`src/rtl/garage_door_ctrl_param.sv`:
```
// Parametrised garage door motor controller.
// Moore FSM (IDLE / MV_UP / MV_DN / STOPPED / FAULT) with a rising-edge
// Activate, pause/resume, obstruction reversal while closing, a travel
// watchdog and a sticky fault that only RST clears.
// Optional feature: define AUTO_CLOSE_EN to close a fully open door after
// AUTO_CLOSE_CYCLES idle cycles.
module garage_door_ctrl_param #(
  parameter int unsigned TIMEOUT_CYCLES    = 20000,
  parameter int unsigned AUTO_CLOSE_CYCLES = 50000,
  parameter int unsigned CNT_W             = 16
) (
  input  logic       CLK,
  input  logic       RST,
  input  logic       Activate,
  input  logic       UP_Max,
  input  logic       DN_Max,
  input  logic       Obstruct,
  output logic       UP_M,
  output logic       DN_M,
  output logic       Fault,
  output logic [2:0] State
);

  typedef enum logic [2:0] {
    IDLE    = 3'd0,
    MV_UP   = 3'd1,
    MV_DN   = 3'd2,
    STOPPED = 3'd3,
    FAULT   = 3'd4
  } state_t;

  typedef enum logic {
    DIR_UP = 1'b0,
    DIR_DN = 1'b1
  } dir_t;

`ifdef AUTO_CLOSE_EN
  localparam bit AC_EN = 1'b1;
`else
  localparam bit AC_EN = 1'b0;
`endif

  localparam logic [CNT_W-1:0] TO_LAST = CNT_W'(TIMEOUT_CYCLES - 1);
  localparam logic [CNT_W-1:0] AC_LAST = CNT_W'(AUTO_CLOSE_CYCLES - 1);

  state_t           state_q, state_d;
  dir_t             dir_q, dir_d;
  logic [CNT_W-1:0] cnt_q, cnt_d;
  logic             act_q, act_d;
  logic             act_pulse;

  assign act_d     = Activate;
  assign act_pulse = Activate & ~act_q;

  // State, direction, counter and Activate history registers.
  always_ff @(posedge CLK or negedge RST) begin
    if (!RST) begin
      state_q <= IDLE;
      dir_q   <= DIR_UP;
      cnt_q   <= '0;
      act_q   <= 1'b0;
    end else begin
      state_q <= state_d;
      dir_q   <= dir_d;
      cnt_q   <= cnt_d;
      act_q   <= act_d;
    end
  end

  // Next-state, counter and direction logic; cnt defaults to clear so any
  // state change (or any cycle that does not explicitly count) zeroes it.
  always_comb begin
    state_d = state_q;
    cnt_d   = '0;
    dir_d   = dir_q;
    if (state_q != FAULT && UP_Max && DN_Max) begin
      state_d = FAULT;
    end else begin
      case (state_q)
        IDLE: begin
          if (act_pulse) begin
            state_d = UP_Max ? MV_DN : MV_UP;
          end else if (AC_EN && UP_Max && !DN_Max && !Obstruct) begin
            if (cnt_q == AC_LAST) state_d = MV_DN;
            else                  cnt_d   = cnt_q + 1'b1;
          end
        end
        MV_UP: begin
          if (UP_Max)                 state_d = IDLE;
          else if (act_pulse)         state_d = STOPPED;
          else if (cnt_q == TO_LAST)  state_d = FAULT;
          else                        cnt_d   = cnt_q + 1'b1;
        end
        MV_DN: begin
          if (DN_Max)                 state_d = IDLE;
          else if (Obstruct)          state_d = MV_UP;
          else if (act_pulse)         state_d = STOPPED;
          else if (cnt_q == TO_LAST)  state_d = FAULT;
          else                        cnt_d   = cnt_q + 1'b1;
        end
        STOPPED: begin
          if (act_pulse) state_d = (dir_q == DIR_UP) ? MV_DN : MV_UP;
        end
        FAULT: begin
          state_d = FAULT;
        end
        default: begin
          state_d = IDLE;
        end
      endcase
    end
    if (state_d == MV_UP && state_q != MV_UP) dir_d = DIR_UP;
    if (state_d == MV_DN && state_q != MV_DN) dir_d = DIR_DN;
  end

  // Moore outputs decoded from the state register.
  always_comb begin
    UP_M  = (state_q == MV_UP);
    DN_M  = (state_q == MV_DN);
    Fault = (state_q == FAULT);
    State = state_q;
  end

endmodule

```
`config.mk`:
```
export PLATFORM = sky130hd
export DESIGN_NAME = garage_door_ctrl_param
export DESIGN_NICKNAME = d
export VERILOG_FILES = /design/src/rtl/garage_door_ctrl_param.sv
export SDC_FILE = /design/constraint.sdc
export NUM_CORES = 1
export LEC_CHECK = 0
export CAP_MARGIN = 20
export CORE_ASPECT_RATIO = 0.9
export CORE_MARGIN = 4
export CORE_UTILIZATION = 52
export CTS_BUF_LIST = sky130_fd_sc_hd__clkbuf_8
export DETAILED_ROUTE_END_ITERATION = 6
export GPL_TIMING_DRIVEN = 0
export PLACE_DENSITY = 0.74
export SLEW_MARGIN = 5
export SYNTH_ARGS = -nofsm -noshare
export SYNTH_HDL_FRONTEND = slang
export SYNTH_SLANG_ARGS = --single-unit
```
`constraint.sdc`:
```
create_clock -name CLK -period 2.4 [get_ports CLK]
set_clock_uncertainty 0.05 [all_clocks]
set_input_delay 0.48 -clock CLK [delete_from_list [all_inputs] [get_ports CLK]]
set_output_delay 0.48 -clock CLK [all_outputs]
set_load 0.05 [all_outputs]
```
==> results of run 1 <==
==> power breakdown <==
part / total (mW) / switching (mW) / internal [mW]
Sequential: 0.382 / 0.0177 / 0.365
Combinational: 0.0753 / 0.0401 / 0.0352
Clock: 0.221 / 0.107 / 0.114
==> logic make-up after synthesis <==
group / after synthesis
simple gates: 57
flops: 21
compound gates: 19
xor+xnor: 12
buf+inv: 4
fa+ha+maj: 1
==> Yosys cell counts, drive strengths merged, types with 2 or more instances <==
cell type | instances | area (sq um)
or3 | 2 | 12.5
and3 | 2 | 12.5
xnor2 | 3 | 26.3
buf | 2 | 26.3
nand2b | 2 | 12.5
o21ai | 4 | 20.0
and4 | 2 | 20.0
nand3 | 7 | 35.0
inv | 2 | 7.51
o21a | 2 | 15.0
nor3b | 2 | 20.0
nand4 | 2 | 12.5
dfrtp | 21 | 526
xor2 | 9 | 78.8
nand2 | 9 | 36.3
nor2 | 20 | 80.1
or2b | 2 | 15.0
a21oi | 5 | 25.0
==> area by class of cell <==
| type | instances | area share |
|---|---|---|
| inverter | 2 | 0.00570 |
| sequential | 21 | 0.399 |
| multi-input combinational | 89 | 0.437 |
| clock buffer | 3 | 0.0313 |
| timing repair buffer | 11 | 0.0807 |
| tap | 25 | 0.0237 |
| buffer | 2 | 0.0199 |
| clock inverter | 1 | 0.00285 |
==> worst max-delay path, cell delays in order, from the launching register on <==
cell and delay (ns):
sky130_fd_sc_hd__dfrtp_1 0.48, sky130_fd_sc_hd__or2b_1 0.28, sky130_fd_sc_hd__nor2_2 0.13, sky130_fd_sc_hd__dlygate4sd2_1 0.54
==> metal layers <==
layer | vias to the layer above | global-route usage | routed length, microns
li1 | 428 | - | -
met5 | - | 0 | 0
met4 | 0 | 0.0309 | 0
met3 | 0 | 0.0517 | 76
met2 | 17 | 0.249 | 961
met1 | 438 | 0.218 | 1100
==> stage by stage <==
| stage | worst slack [ns] | power, mW | util | instances | hold slack [ns] |
|---|---|---|---|---|---|
| 5_1_grt | 0.101 | 0.712 | 0.662 | 154 | 0.449 |
| 2_1_floorplan | 0.166 | 0.432 | - | 114 | 0.134 |
| 3_5_place_dp | 0.0170 | 0.467 | 0.642 | 150 | 0.427 |
| 6_report | 0.174 | 0.679 | 0.662 | 154 | 0.433 |
| 4_1_cts | 0.156 | 0.687 | 0.662 | 154 | 0.437 |
| 3_3_place_gp | 0.0100 | 0.465 | 0.642 | 150 | 0.417 |
==> worst min path at each step <==
stage / startpoint / slack (ns) / depth (start not counted) / end
finish: cnt_q[0] / 0.43 / 1 / cnt_q[0]
CTS: cnt_q[0] / 0.44 / 1 / cnt_q[0]
global placement: cnt_q[0] / 0.42 / 1 / cnt_q[0]
detailed placement: cnt_q[0] / 0.43 / 1 / cnt_q[0]
global route: cnt_q[0] / 0.45 / 1 / cnt_q[0]
floorplan: RST / 0.13 / 0 / State[0]
==> registers in the layout (all words and copies together), names as in the netlist <==
signal and count:
act_q 1, cnt_q 16, dir_q 1, State 3
==> flow_summary.html, run 1 <==
<table>
<tr><th>Metric</th><th>Value</th></tr>
<tr><th colspan="2">Critical path</th></tr>
<tr><td>Type of the worst setup path</td><td>reg2out</td></tr>
<tr><td>Logic depth of the worst register-to-register path</td><td>7</td></tr>
<tr><td>Setup slack on the worst flop-to-flop path</td><td>about 0.38 ns</td></tr>
<tr><td>Maximum fanout along the worst path</td><td>8</td></tr>
<tr><td>End of the critical path</td><td>DN_M</td></tr>
<tr><td>End of the worst register-to-register path</td><td>dir_q</td></tr>
<tr><td>Worst reg2reg path startpoint</td><td>cnt_q[0]</td></tr>
<tr><td>Critical path launch point</td><td>State[1]</td></tr>
<tr><td>Crit. End Element</td><td>output pin</td></tr>
<tr><td>Sort of element at the start of the critical path</td><td>register</td></tr>
<tr><td>Required time worst endpoint</td><td>1.87 ns</td></tr>
<tr><td>Worst Path Arrival</td><td>1.70 ns</td></tr>
<tr><th colspan="2">Yosys</th></tr>
<tr><td>Total of flip-flops plus latches after synthesis</td><td>21</td></tr>
<tr><td>Synth Net Count</td><td>121</td></tr>
<tr><td>Number of synthesized flops with an enable pin</td><td>0</td></tr>
<tr><td>Simple-Gate Fraction of Synth Area</td><td>0.281</td></tr>
<tr><td>Avg Inst Size Synth</td><td>9.93 sq um</td></tr>
<tr><td>Mux cell area share after synthesis</td><td>0</td></tr>
<tr><td>Parity-gate share of the synthesized area counting xor and xnor cells</td><td>0.0928</td></tr>
<tr><td>Post-Synthesis Cells</td><td>approximately 110</td></tr>
<tr><td>Library cells used by synthesis</td><td>39</td></tr>
<tr><td>Share of synthesized cell area in full adder, half adder and majority cells</td><td>0.0110</td></tr>
<tr><td>Synth Flop Type</td><td>sky130_fd_sc_hd__dfrtp_1</td></tr>
<tr><td>Ys async rst share</td><td>1.00</td></tr>
<tr><td>Compound-Gate Fraction of Synth Area</td><td>0.122</td></tr>
<tr><td>Synthesized cell area</td><td>1130 sq um</td></tr>
<tr><td>Yosys warns</td><td>0</td></tr>
<tr><td>Dominant combinational cell family by area after synthesis</td><td>simple AND/OR/NAND/NOR gates</td></tr>
<tr><td>Sequential share of the synthesized area</td><td>0.464</td></tr>
<tr><th colspan="2">Clocking</th></tr>
<tr><td>Number of clock buffers inserted by TritonCTS</td><td>3</td></tr>
<tr><td>CTS Buffer Depth</td><td>2</td></tr>
<tr><td>Clk slew on worst S/H paths</td><td>~0.07 ns</td></tr>
<tr><td>Post-CTS setup buffer count</td><td>0</td></tr>
<tr><td>Clock sink total</td><td>21</td></tr>
<tr><td>Worst skew pair latency</td><td>0.25 ns</td></tr>
<tr><td>PostCTS Resize Cnt</td><td>3</td></tr>
<tr><td>TritonCTS clock tree</td><td>yes</td></tr>
<tr><td>Clock root cell</td><td>sky130_fd_sc_hd__clkbuf_8</td></tr>
<tr><td>Maximum level of the CTS H-tree</td><td>1</td></tr>
<tr><td>Hold buffer count at cts</td><td>0</td></tr>
<tr><th colspan="2">Route</th></tr>
<tr><td>Vias per cell</td><td>about 5.7</td></tr>
<tr><td>Mean routed wirelength per cell</td><td>13.9 microns</td></tr>
<tr><td>Number of design rule violations left after detail routing</td><td>0</td></tr>
<tr><td>Post-detailed-routing wire length</td><td>2140 microns</td></tr>
<tr><td>Drt initial violations</td><td>17</td></tr>
<tr><td>Number of routed nets with antenna violations</td><td>0</td></tr>
<tr><td>Via Count</td><td>883</td></tr>
<tr><td>Number of search-and-repair iterations in the first detailed-routing pass</td><td>4</td></tr>
<tr><th colspan="2">STA</th></tr>
<tr><td>Max Fclk</td><td>between 400 and 500 MHz</td></tr>
<tr><td>Share of the clock period used by the worst path</td><td>0.928</td></tr>
<tr><td>Final number of setup-violating endpoints</td><td>0</td></tr>
<tr><td>Minimum period implied by the final worst setup slack</td><td>between 2 and 2.5 ns</td></tr>
<tr><td>Number of pins with negative max-slew slack in the final report</td><td>0</td></tr>
<tr><td>Endpoints failing hold</td><td>0</td></tr>
<tr><td>Transition at the pin with the smallest max-transition slack</td><td>~0.91 ns</td></tr>
<tr><td>Unrepaired setup endpoints after global routing</td><td>false</td></tr>
<tr><td>Rel. slew slack</td><td>0.391</td></tr>
<tr><td>Setup total negative slack</td><td>0 ns</td></tr>
<tr><th colspan="2">Run status</th></tr>
<tr><td>Run status</td><td>complete, no violations</td></tr>
<tr><th colspan="2">GRT</th></tr>
<tr><td>Pin count of the biggest net entering global routing</td><td>22</td></tr>
<tr><td>Total global routing overflow</td><td>0</td></tr>
<tr><td>GRT Total Usage</td><td>0.160</td></tr>
<tr><td>Global-route wire length before repair</td><td>around 3700 microns</td></tr>
<tr><td>Number of global-route vias before repair</td><td>855</td></tr>
<tr><td>Number of antenna violations at the first check in global routing</td><td>0</td></tr>
<tr><th colspan="2">Finish</th></tr>
<tr><td>Final net count</td><td>about 140</td></tr>
<tr><td>Sequential cell area in the final layout</td><td>526 sq um</td></tr>
<tr><td>Filler Cell Count</td><td>175</td></tr>
<tr><td>Leading cell type in the layout, fill and taps excluded</td><td>sky130_fd_sc_hd__dfrtp_1</td></tr>
<tr><td>Layout Cell Area excl Fill</td><td>1320 sq um</td></tr>
<tr><td>Area used by multi-input combinational logic</td><td>576 sq um</td></tr>
<tr><td>Fraction of layout cells with a size suffix above 1</td><td>0.124</td></tr>
<tr><td>Inserted Diodes</td><td>0</td></tr>
<tr><td>Area growth from synthesis to layout</td><td>16.4%</td></tr>
<tr><td>Commonest non-fill, non-tap cells in the layout</td><td>sky130_fd_sc_hd__dfrtp_1 (21), sky130_fd_sc_hd__nor2_1 (17), sky130_fd_sc_hd__xor2_1 (9)</td></tr>
<tr><th colspan="2">Power and ir drop</th></tr>
<tr><td>Maximum VDD drop</td><td>0.360 mV</td></tr>
<tr><td>Power density cells</td><td>515 nW/um^2</td></tr>
<tr><td>Leakage Power</td><td>0.527 nW</td></tr>
<tr><th colspan="2">Hold path</th></tr>
<tr><td>Hold WC Path Type</td><td>reg2reg</td></tr>
<tr><th colspan="2">Flow run</th></tr>
<tr><td>Number of maximum-capacitance violations</td><td>0</td></tr>
<tr><th colspan="2">Place</th></tr>
<tr><td>Placed standard-cell area</td><td>about 1300 sq um</td></tr>
<tr><td>Final weighted congestion in routability-driven placement</td><td>0.958</td></tr>
<tr><td>Placed wire-length estimate</td><td>1610 microns</td></tr>
<tr><td>Total of buffers placed on input and output ports</td><td>11</td></tr>
<tr><th colspan="2">Floorplanning</th></tr>
<tr><td>Floorplan core area</td><td>1990 sq um</td></tr>
<tr><td>Width of the chip</td><td>57.2 microns</td></tr>
<tr><td>Std-Cell Rows</td><td>15</td></tr>
<tr><td>Total die area</td><td>2990 sq um</td></tr>
<tr><td>Die Y</td><td>52.3 microns</td></tr>
<tr><td>Effective utilization at floorplan</td><td>0.569</td></tr>
<tr><td>I/O Pins</td><td>12</td></tr>
</table>
Power figures use the tool's default switching activity.
==> run 2: changes to the inputs <==
--- a/config.mk
+++ b/config.mk
@@ -12,7 +12,7 @@
 export CTS_BUF_LIST = sky130_fd_sc_hd__clkbuf_8
 export DETAILED_ROUTE_END_ITERATION = 6
 export GPL_TIMING_DRIVEN = 0
-export PLACE_DENSITY = 0.74
+export PLACE_DENSITY = 0.84
 export SLEW_MARGIN = 5
 export SYNTH_ARGS = -nofsm -noshare
 export SYNTH_HDL_FRONTEND = slang
==> flow_summary.html, run 2 (synthesized netlist as in run 1, its figures left out) <==
<table>
<tr><th>Metric</th><th>Value</th></tr>
<tr><th colspan="2">Finish</th></tr>
<tr><td>Reg with most FFs</td><td>cnt_q</td></tr>
<tr><td>Area used by multi-input combinational logic</td><td>576 sq um (unchanged)</td></tr>
<tr><td>Inserted Diodes</td><td>0 (unchanged)</td></tr>
<tr><td>Sequential cell area in the final layout</td><td>526 sq um (unchanged)</td></tr>
<tr><td>Commonest non-fill, non-tap cells in the layout</td><td>sky130_fd_sc_hd__dfrtp_1 (21), sky130_fd_sc_hd__nor2_1 (17), sky130_fd_sc_hd__xor2_1 (9)</td></tr>
<tr><td>Filler Cell Count</td><td>171 (-2.3%)</td></tr>
<tr><td>Post-layout instance count excluding filler cells</td><td>154 (unchanged)</td></tr>
<tr><td>Final net count</td><td>137 (unchanged)</td></tr>
<tr><td>Fraction of layout cells with a size suffix above 1</td><td>0.124 (unchanged)</td></tr>
<tr><td>Flip-flop count of the largest register, all copies and words added</td><td>16 (unchanged)</td></tr>
<tr><td>Post-layout util</td><td>0.662 (unchanged)</td></tr>
<tr><td>Area growth from synthesis to layout</td><td>16.4% (unchanged)</td></tr>
<tr><td>Layout Cell Area excl Fill</td><td>1320 sq um (unchanged)</td></tr>
<tr><td>Leading cell type in the layout, fill and taps excluded</td><td>sky130_fd_sc_hd__dfrtp_1</td></tr>
<tr><th colspan="2">Flow run</th></tr>
<tr><td>Number of maximum-capacitance violations</td><td>0 (unchanged)</td></tr>
<tr><th colspan="2">Place</th></tr>
<tr><td>Number of placed cells counting well taps</td><td>150 (unchanged)</td></tr>
<tr><td>Post-placement worst setup slack</td><td>0.00498 ns (-0.0121 ns)</td></tr>
<tr><td>Final weighted congestion in routability-driven placement</td><td>0.962 (+0.40%)</td></tr>
<tr><td>Total of buffers placed on input and output ports</td><td>11 (unchanged)</td></tr>
<tr><td>Placed wire-length estimate</td><td>1650 microns (+2.4%)</td></tr>
<tr><td>Placed standard-cell area</td><td>1280 sq um (unchanged)</td></tr>
<tr><th colspan="2">Clocking</th></tr>
<tr><td>Clk slew on worst S/H paths</td><td>0.07 ns (about the same)</td></tr>
<tr><td>Clock root cell</td><td>sky130_fd_sc_hd__clkbuf_8</td></tr>
<tr><td>Post-CTS setup buffer count</td><td>0 (unchanged)</td></tr>
<tr><td>CTS Buffer Depth</td><td>2 (unchanged)</td></tr>
<tr><td>Maximum level of the CTS H-tree</td><td>1 (unchanged)</td></tr>
<tr><td>Clock sink total</td><td>21 (unchanged)</td></tr>
<tr><td>Number of clock buffers inserted by TritonCTS</td><td>3 (unchanged)</td></tr>
<tr><td>Hold buffer count at cts</td><td>0 (unchanged)</td></tr>
<tr><td>TritonCTS clock tree</td><td>yes</td></tr>
<tr><td>PostCTS Resize Cnt</td><td>3 (unchanged)</td></tr>
<tr><td>Worst skew pair latency</td><td>0.25 ns (about the same)</td></tr>
<tr><th colspan="2">STA</th></tr>
<tr><td>Endpoints failing hold</td><td>0 (unchanged)</td></tr>
<tr><td>Number of pins with negative max-slew slack in the final report</td><td>0 (unchanged)</td></tr>
<tr><td>Unrepaired setup endpoints after global routing</td><td>false</td></tr>
<tr><td>Rel. slew slack</td><td>0.388 (-0.00251)</td></tr>
<tr><td>Share of the clock period used by the worst path</td><td>0.950 (+0.0221)</td></tr>
<tr><td>Transition at the pin with the smallest max-transition slack</td><td>0.915 ns (+0.00375 ns)</td></tr>
<tr><td>Final number of setup-violating endpoints</td><td>0 (unchanged)</td></tr>
<tr><td>Max Fclk</td><td>439 MHz (-2.3%)</td></tr>
<tr><td>Worst Slack Setup Final</td><td>0.121 ns (-0.0531 ns)</td></tr>
<tr><td>Worst hold slack across all endpoints</td><td>0.438 ns (+0.00445 ns)</td></tr>
<tr><td>Minimum period implied by the final worst setup slack</td><td>2.28 ns (+0.0531 ns)</td></tr>
<tr><td>Setup total negative slack</td><td>0 ns (unchanged)</td></tr>
<tr><th colspan="2">Route</th></tr>
<tr><td>Number of routed nets with antenna violations</td><td>0 (unchanged)</td></tr>
<tr><td>Via Count</td><td>879 (-0.45%)</td></tr>
<tr><td>Number of search-and-repair iterations in the first detailed-routing pass</td><td>4 (unchanged)</td></tr>
<tr><td>Vias per cell</td><td>5.71 (-0.45%)</td></tr>
<tr><td>Post-detailed-routing wire length</td><td>2190 microns (+2.4%)</td></tr>
<tr><td>Mean routed wirelength per cell</td><td>14.2 microns (+2.4%)</td></tr>
<tr><td>Number of design rule violations left after detail routing</td><td>0 (unchanged)</td></tr>
<tr><td>Drt initial violations</td><td>20 (+3)</td></tr>
<tr><th colspan="2">Floorplanning</th></tr>
<tr><td>Total die area</td><td>2990 sq um (unchanged)</td></tr>
<tr><td>I/O Pins</td><td>12 (unchanged)</td></tr>
<tr><td>Width of the chip</td><td>57.2 microns (unchanged)</td></tr>
<tr><td>Floorplan core area</td><td>1990 sq um (unchanged)</td></tr>
<tr><td>Effective utilization at floorplan</td><td>0.569 (unchanged)</td></tr>
<tr><td>Die Y</td><td>52.3 microns (unchanged)</td></tr>
<tr><td>Std-Cell Rows</td><td>15 (unchanged)</td></tr>
<tr><th colspan="2">Critical path</th></tr>
<tr><td>Worst Path Arrival</td><td>1.75 ns (+0.05 ns)</td></tr>
<tr><td>Maximum fanout along the worst path</td><td>8 (unchanged)</td></tr>
<tr><td>Required time worst endpoint</td><td>1.87 ns (about the same)</td></tr>
<tr><td>Sort of element at the start of the critical path</td><td>register</td></tr>
<tr><td>Crit. End Element</td><td>output pin</td></tr>
<tr><td>Type of the worst setup path</td><td>reg2out</td></tr>
<tr><td>Logic depth of the worst register-to-register path</td><td>7 (unchanged)</td></tr>
<tr><th colspan="2">Power and ir drop</th></tr>
<tr><td>Maximum VDD drop</td><td>0.555 mV (+54%)</td></tr>
<tr><td>Post-layout total power</td><td>0.675 mW (-0.63%)</td></tr>
<tr><td>Leakage Power</td><td>0.527 nW (unchanged)</td></tr>
<tr><td>Power density cells</td><td>512 nW/um^2 (-0.63%)</td></tr>
<tr><th colspan="2">Hold path</th></tr>
<tr><td>Number of cells traversed by the worst hold path</td><td>1 (unchanged)</td></tr>
<tr><td>Hold WC Path Type</td><td>reg2reg</td></tr>
<tr><th colspan="2">GRT</th></tr>
<tr><td>GRT Total Usage</td><td>0.166 (+0.00661)</td></tr>
<tr><td>Number of antenna violations at the first check in global routing</td><td>0 (unchanged)</td></tr>
<tr><td>Global-route wire length before repair</td><td>3790 microns (+1.1%)</td></tr>
<tr><td>Number of global-route vias before repair</td><td>870 (+1.8%)</td></tr>
<tr><td>Pin count of the biggest net entering global routing</td><td>22 (unchanged)</td></tr>
<tr><td>Total global routing overflow</td><td>0 (unchanged)</td></tr>
<tr><th colspan="2">Run status</th></tr>
<tr><td>Run status</td><td>complete, no violations</td></tr>
</table>
run 2: worst paths after layout:
path | from | end | slack, ns
max in group asynchronous | RST | cnt_q[8] | 1.05
max reg2reg | cnt_q[0] | dir_q | 0.37
min reg2reg | cnt_q[0] | cnt_q[0] | 0.44
min | cnt_q[0] | cnt_q[0] | 0.44
min in group asynchronous | RST | cnt_q[12] | 0.69
max | State[1] | DN_M | 0.12
run 2: power breakdown:
part / internal [mW] / total [mW] / switching (mW)
logic: 0.0353 / 0.0761 / 0.0409
clock network: 0.114 / 0.216 / 0.102
registers: 0.365 / 0.383 / 0.0177
total: 0.514 / 0.675 / 0.161
run 2: final cells by class:
cell class | instances | area share
sequential | 21 | 0.399
inverter | 2 | 0.00570
buffer | 2 | 0.0199
clock buffer | 3 | 0.0313
multi-input combinational | 89 | 0.437
clock inverter | 1 | 0.00285
tap | 25 | 0.0237
timing repair buffer | 11 | 0.0807
run 2: critical path, cell delays in order, from the launching register on:
cell and delay [ns]:
sky130_fd_sc_hd__dfrtp_1 0.49, sky130_fd_sc_hd__or2b_1 0.28, sky130_fd_sc_hd__nor2_2 0.15, sky130_fd_sc_hd__dlygate4sd2_1 0.57
run 2: routing by layer:
metal	vias to the layer above	global-route usage	wire length, microns
met2	16	0.268	1020
met3	2	0.0542	111
met4	0	0.0386	11
met5	-	0	0
met1	435	0.218	1050
li1	426	-	-
==> run 3: changes to the inputs <==
--- a/config.mk
+++ b/config.mk
@@ -8,11 +8,11 @@
 export CAP_MARGIN = 20
 export CORE_ASPECT_RATIO = 0.9
 export CORE_MARGIN = 4
-export CORE_UTILIZATION = 52
+export CORE_UTILIZATION = 57
 export CTS_BUF_LIST = sky130_fd_sc_hd__clkbuf_8
 export DETAILED_ROUTE_END_ITERATION = 6
 export GPL_TIMING_DRIVEN = 0
-export PLACE_DENSITY = 0.84
+export PLACE_DENSITY = 0.89
 export SLEW_MARGIN = 5
 export SYNTH_ARGS = -nofsm -noshare
 export SYNTH_HDL_FRONTEND = slang
==> flow_summary.html, run 3 (synthesized netlist as in run 1, its figures left out) <==
<table>
<tr><th>Metric</th><th>Value</th></tr>
<tr><th colspan="2">Route</th></tr>
<tr><td>Post-detailed-routing wire length</td><td>2400 microns (+9.5%)</td></tr>
<tr><td>Drt initial violations</td><td>19 (-5.0%)</td></tr>
<tr><td>Number of routed nets with antenna violations</td><td>0 (unchanged)</td></tr>
<tr><td>Number of search-and-repair iterations in the first detailed-routing pass</td><td>6 (+2)</td></tr>
<tr><td>Mean routed wirelength per cell</td><td>15.6 microns (+9.5%)</td></tr>
<tr><td>Vias per cell</td><td>5.75 (+0.68%)</td></tr>
<tr><td>Number of design rule violations left after detail routing</td><td>0 (unchanged)</td></tr>
<tr><td>Via Count</td><td>885 (+0.68%)</td></tr>
<tr><th colspan="2">Finish</th></tr>
<tr><td>Area growth from synthesis to layout</td><td>16.7%</td></tr>
<tr><td>Leading cell type in the layout, fill and taps excluded</td><td>sky130_fd_sc_hd__dfrtp_1</td></tr>
<tr><td>Post-layout util</td><td>0.697 (+0.0348)</td></tr>
<tr><td>Reg with most FFs</td><td>cnt_q</td></tr>
<tr><td>Final net count</td><td>137 (unchanged)</td></tr>
<tr><td>Commonest non-fill, non-tap cells in the layout</td><td>sky130_fd_sc_hd__dfrtp_1 (21), sky130_fd_sc_hd__nor2_1 (17), sky130_fd_sc_hd__xor2_1 (9)</td></tr>
<tr><td>Filler Cell Count</td><td>147 (-14%)</td></tr>
<tr><td>Sequential cell area in the final layout</td><td>526 sq um (unchanged)</td></tr>
<tr><td>Inserted Diodes</td><td>0 (unchanged)</td></tr>
<tr><td>Fraction of layout cells with a size suffix above 1</td><td>0.132 (+0.00775)</td></tr>
<tr><td>Flip-flop count of the largest register, all copies and words added</td><td>16 (unchanged)</td></tr>
<tr><td>Area used by multi-input combinational logic</td><td>576 sq um (unchanged)</td></tr>
<tr><th colspan="2">Critical path</th></tr>
<tr><td>Maximum fanout along the worst path</td><td>8 (unchanged)</td></tr>
<tr><td>Crit. End Element</td><td>output pin</td></tr>
<tr><td>Sort of element at the start of the critical path</td><td>register</td></tr>
<tr><td>Worst Path Arrival</td><td>1.72 ns (-0.03 ns)</td></tr>
<tr><td>Type of the worst setup path</td><td>reg2out</td></tr>
<tr><td>Required time worst endpoint</td><td>1.87 ns (about the same)</td></tr>
<tr><th colspan="2">STA</th></tr>
<tr><td>Number of pins with negative max-slew slack in the final report</td><td>0 (unchanged)</td></tr>
<tr><td>Transition at the pin with the smallest max-transition slack</td><td>0.910 ns (-0.00416 ns)</td></tr>
<tr><td>Unrepaired setup endpoints after global routing</td><td>false</td></tr>
<tr><td>Worst Slack Setup Final</td><td>0.146 ns (+0.0253 ns)</td></tr>
<tr><td>Minimum period implied by the final worst setup slack</td><td>2.25 ns (-0.0253 ns)</td></tr>
<tr><td>Max Fclk</td><td>444 MHz (+1.1%)</td></tr>
<tr><td>Share of the clock period used by the worst path</td><td>0.939 (-0.0105)</td></tr>
<tr><td>Rel. slew slack</td><td>0.391 (+0.00278)</td></tr>
<tr><td>Endpoints failing hold</td><td>0 (unchanged)</td></tr>
<tr><td>Final number of setup-violating endpoints</td><td>0 (unchanged)</td></tr>
<tr><th colspan="2">Floorplanning</th></tr>
<tr><td>Total die area</td><td>2760 sq um (-7.5%)</td></tr>
<tr><td>Effective utilization at floorplan</td><td>0.597 (+0.0282)</td></tr>
<tr><td>Die Y</td><td>50.3 microns (-3.8%)</td></tr>
<tr><td>Floorplan core area</td><td>1900 sq um (-4.7%)</td></tr>
<tr><td>Width of the chip</td><td>55.0 microns (-3.9%)</td></tr>
<tr><td>Std-Cell Rows</td><td>15 (unchanged)</td></tr>
<tr><td>I/O Pins</td><td>12 (unchanged)</td></tr>
<tr><th colspan="2">GRT</th></tr>
<tr><td>GRT Total Usage</td><td>0.207 (+0.0402)</td></tr>
<tr><td>Number of global-route vias before repair</td><td>917 (+5.4%)</td></tr>
<tr><td>Total global routing overflow</td><td>0 (unchanged)</td></tr>
<tr><td>Number of antenna violations at the first check in global routing</td><td>0 (unchanged)</td></tr>
<tr><td>Global-route wire length before repair</td><td>4080 microns (+7.6%)</td></tr>
<tr><td>Pin count of the biggest net entering global routing</td><td>22 (unchanged)</td></tr>
<tr><th colspan="2">Run status</th></tr>
<tr><td>Run status</td><td>complete, no violations</td></tr>
<tr><th colspan="2">Clocking</th></tr>
<tr><td>Maximum level of the CTS H-tree</td><td>1 (unchanged)</td></tr>
<tr><td>Post-CTS setup buffer count</td><td>0 (unchanged)</td></tr>
<tr><td>Clk slew on worst S/H paths</td><td>0.07 ns (about the same)</td></tr>
<tr><td>TritonCTS clock tree</td><td>yes</td></tr>
<tr><td>PostCTS Resize Cnt</td><td>3 (unchanged)</td></tr>
<tr><td>Clock sink total</td><td>21 (unchanged)</td></tr>
<tr><td>Clock root cell</td><td>sky130_fd_sc_hd__clkbuf_8</td></tr>
<tr><td>Hold buffer count at cts</td><td>0 (unchanged)</td></tr>
<tr><td>Number of clock buffers inserted by TritonCTS</td><td>3 (unchanged)</td></tr>
<tr><td>Worst skew pair latency</td><td>0.26 ns (about the same)</td></tr>
<tr><td>CTS Buffer Depth</td><td>2 (unchanged)</td></tr>
<tr><th colspan="2">Power and ir drop</th></tr>
<tr><td>Power density cells</td><td>522 nW/um^2 (+2.0%)</td></tr>
<tr><td>Maximum VDD drop</td><td>0.478 mV (-14%)</td></tr>
<tr><td>Post-layout total power</td><td>0.690 mW (+2.3%)</td></tr>
<tr><td>Leakage Power</td><td>0.522 nW (-0.98%)</td></tr>
<tr><th colspan="2">Hold path</th></tr>
<tr><td>Hold WC Path Type</td><td>reg2reg</td></tr>
<tr><th colspan="2">Place</th></tr>
<tr><td>Placed wire-length estimate</td><td>1680 microns (+1.7%)</td></tr>
<tr><td>Final weighted congestion in routability-driven placement</td><td>0.884 (-8.1%)</td></tr>
<tr><td>Total of buffers placed on input and output ports</td><td>11 (unchanged)</td></tr>
<tr><td>Post-placement worst setup slack</td><td>-0.00754 ns (-0.0125 ns)</td></tr>
<tr><th colspan="2">Flow run</th></tr>
<tr><td>Number of maximum-capacitance violations</td><td>0 (unchanged)</td></tr>
</table>
-- run 3: cell types whose count changed in the layout (fill, tap and decap cells not counted), sizes merged --
cell / delta
clkinvlp: +1
inv: -1
-- run 3: per-layer routing --
metal	routed length (microns)	global-route usage
met3	75	0.0682
met2	1240	0.343
met1	1030	0.240
met4	58	0.0810
met5	0	0
-- run 3: final timing paths --
path                       startpoint  endpoint  slack [ns]  cells past startpoint
min reg2reg                  cnt_q[0]  cnt_q[0]        0.45                      1
min in group asynchronous         RST     dir_q        0.68                      1
max                          State[1]      DN_M        0.15                      3
max reg2reg                  cnt_q[0]     dir_q        0.28                      7
max in group asynchronous         RST  State[2]        1.07                      1
min                          cnt_q[0]  cnt_q[0]        0.45                      1
-- run 3: stage by stage --
step	std cells	instance area, sq um	hold slack [ns]	setup TNS, ns
after floorplan	114	1130	0.134	0
after global placement	150	1280	0.410	0
after detailed placement	150	1280	0.415	-0.00754
after CTS	154	1320	0.448	0
after global routing	154	1320	0.483	0
final	154	1320	0.452	0
-- run 3: final cells by class --
type / count / share of cell area
Multi-Input combinational cell: 89 / 0.436
Clock buffer: 3 / 0.0312
Inverter: 2 / 0.00568
Tap cell: 25 / 0.0237
Clock inverter: 1 / 0.00568
Buffer: 2 / 0.0199
Sequential cell: 21 / 0.398
Timing Repair Buffer: 11 / 0.0805
-- run 3: worst max-delay path, cell delays in order (launching register included) --
cell and delay (ns):
sky130_fd_sc_hd__dfrtp_1 0.48, sky130_fd_sc_hd__or2b_1 0.28, sky130_fd_sc_hd__nor2_2 0.15, sky130_fd_sc_hd__dlygate4sd2_1 0.55
-- run 3: report_power, final --
part	internal, mW	leakage, nW	switching (mW)	total, mW
clock network	0.117	0.0217	0.112	0.229
registers	0.365	0.285	0.0173	0.382
logic	0.0353	0.216	0.0435	0.0788
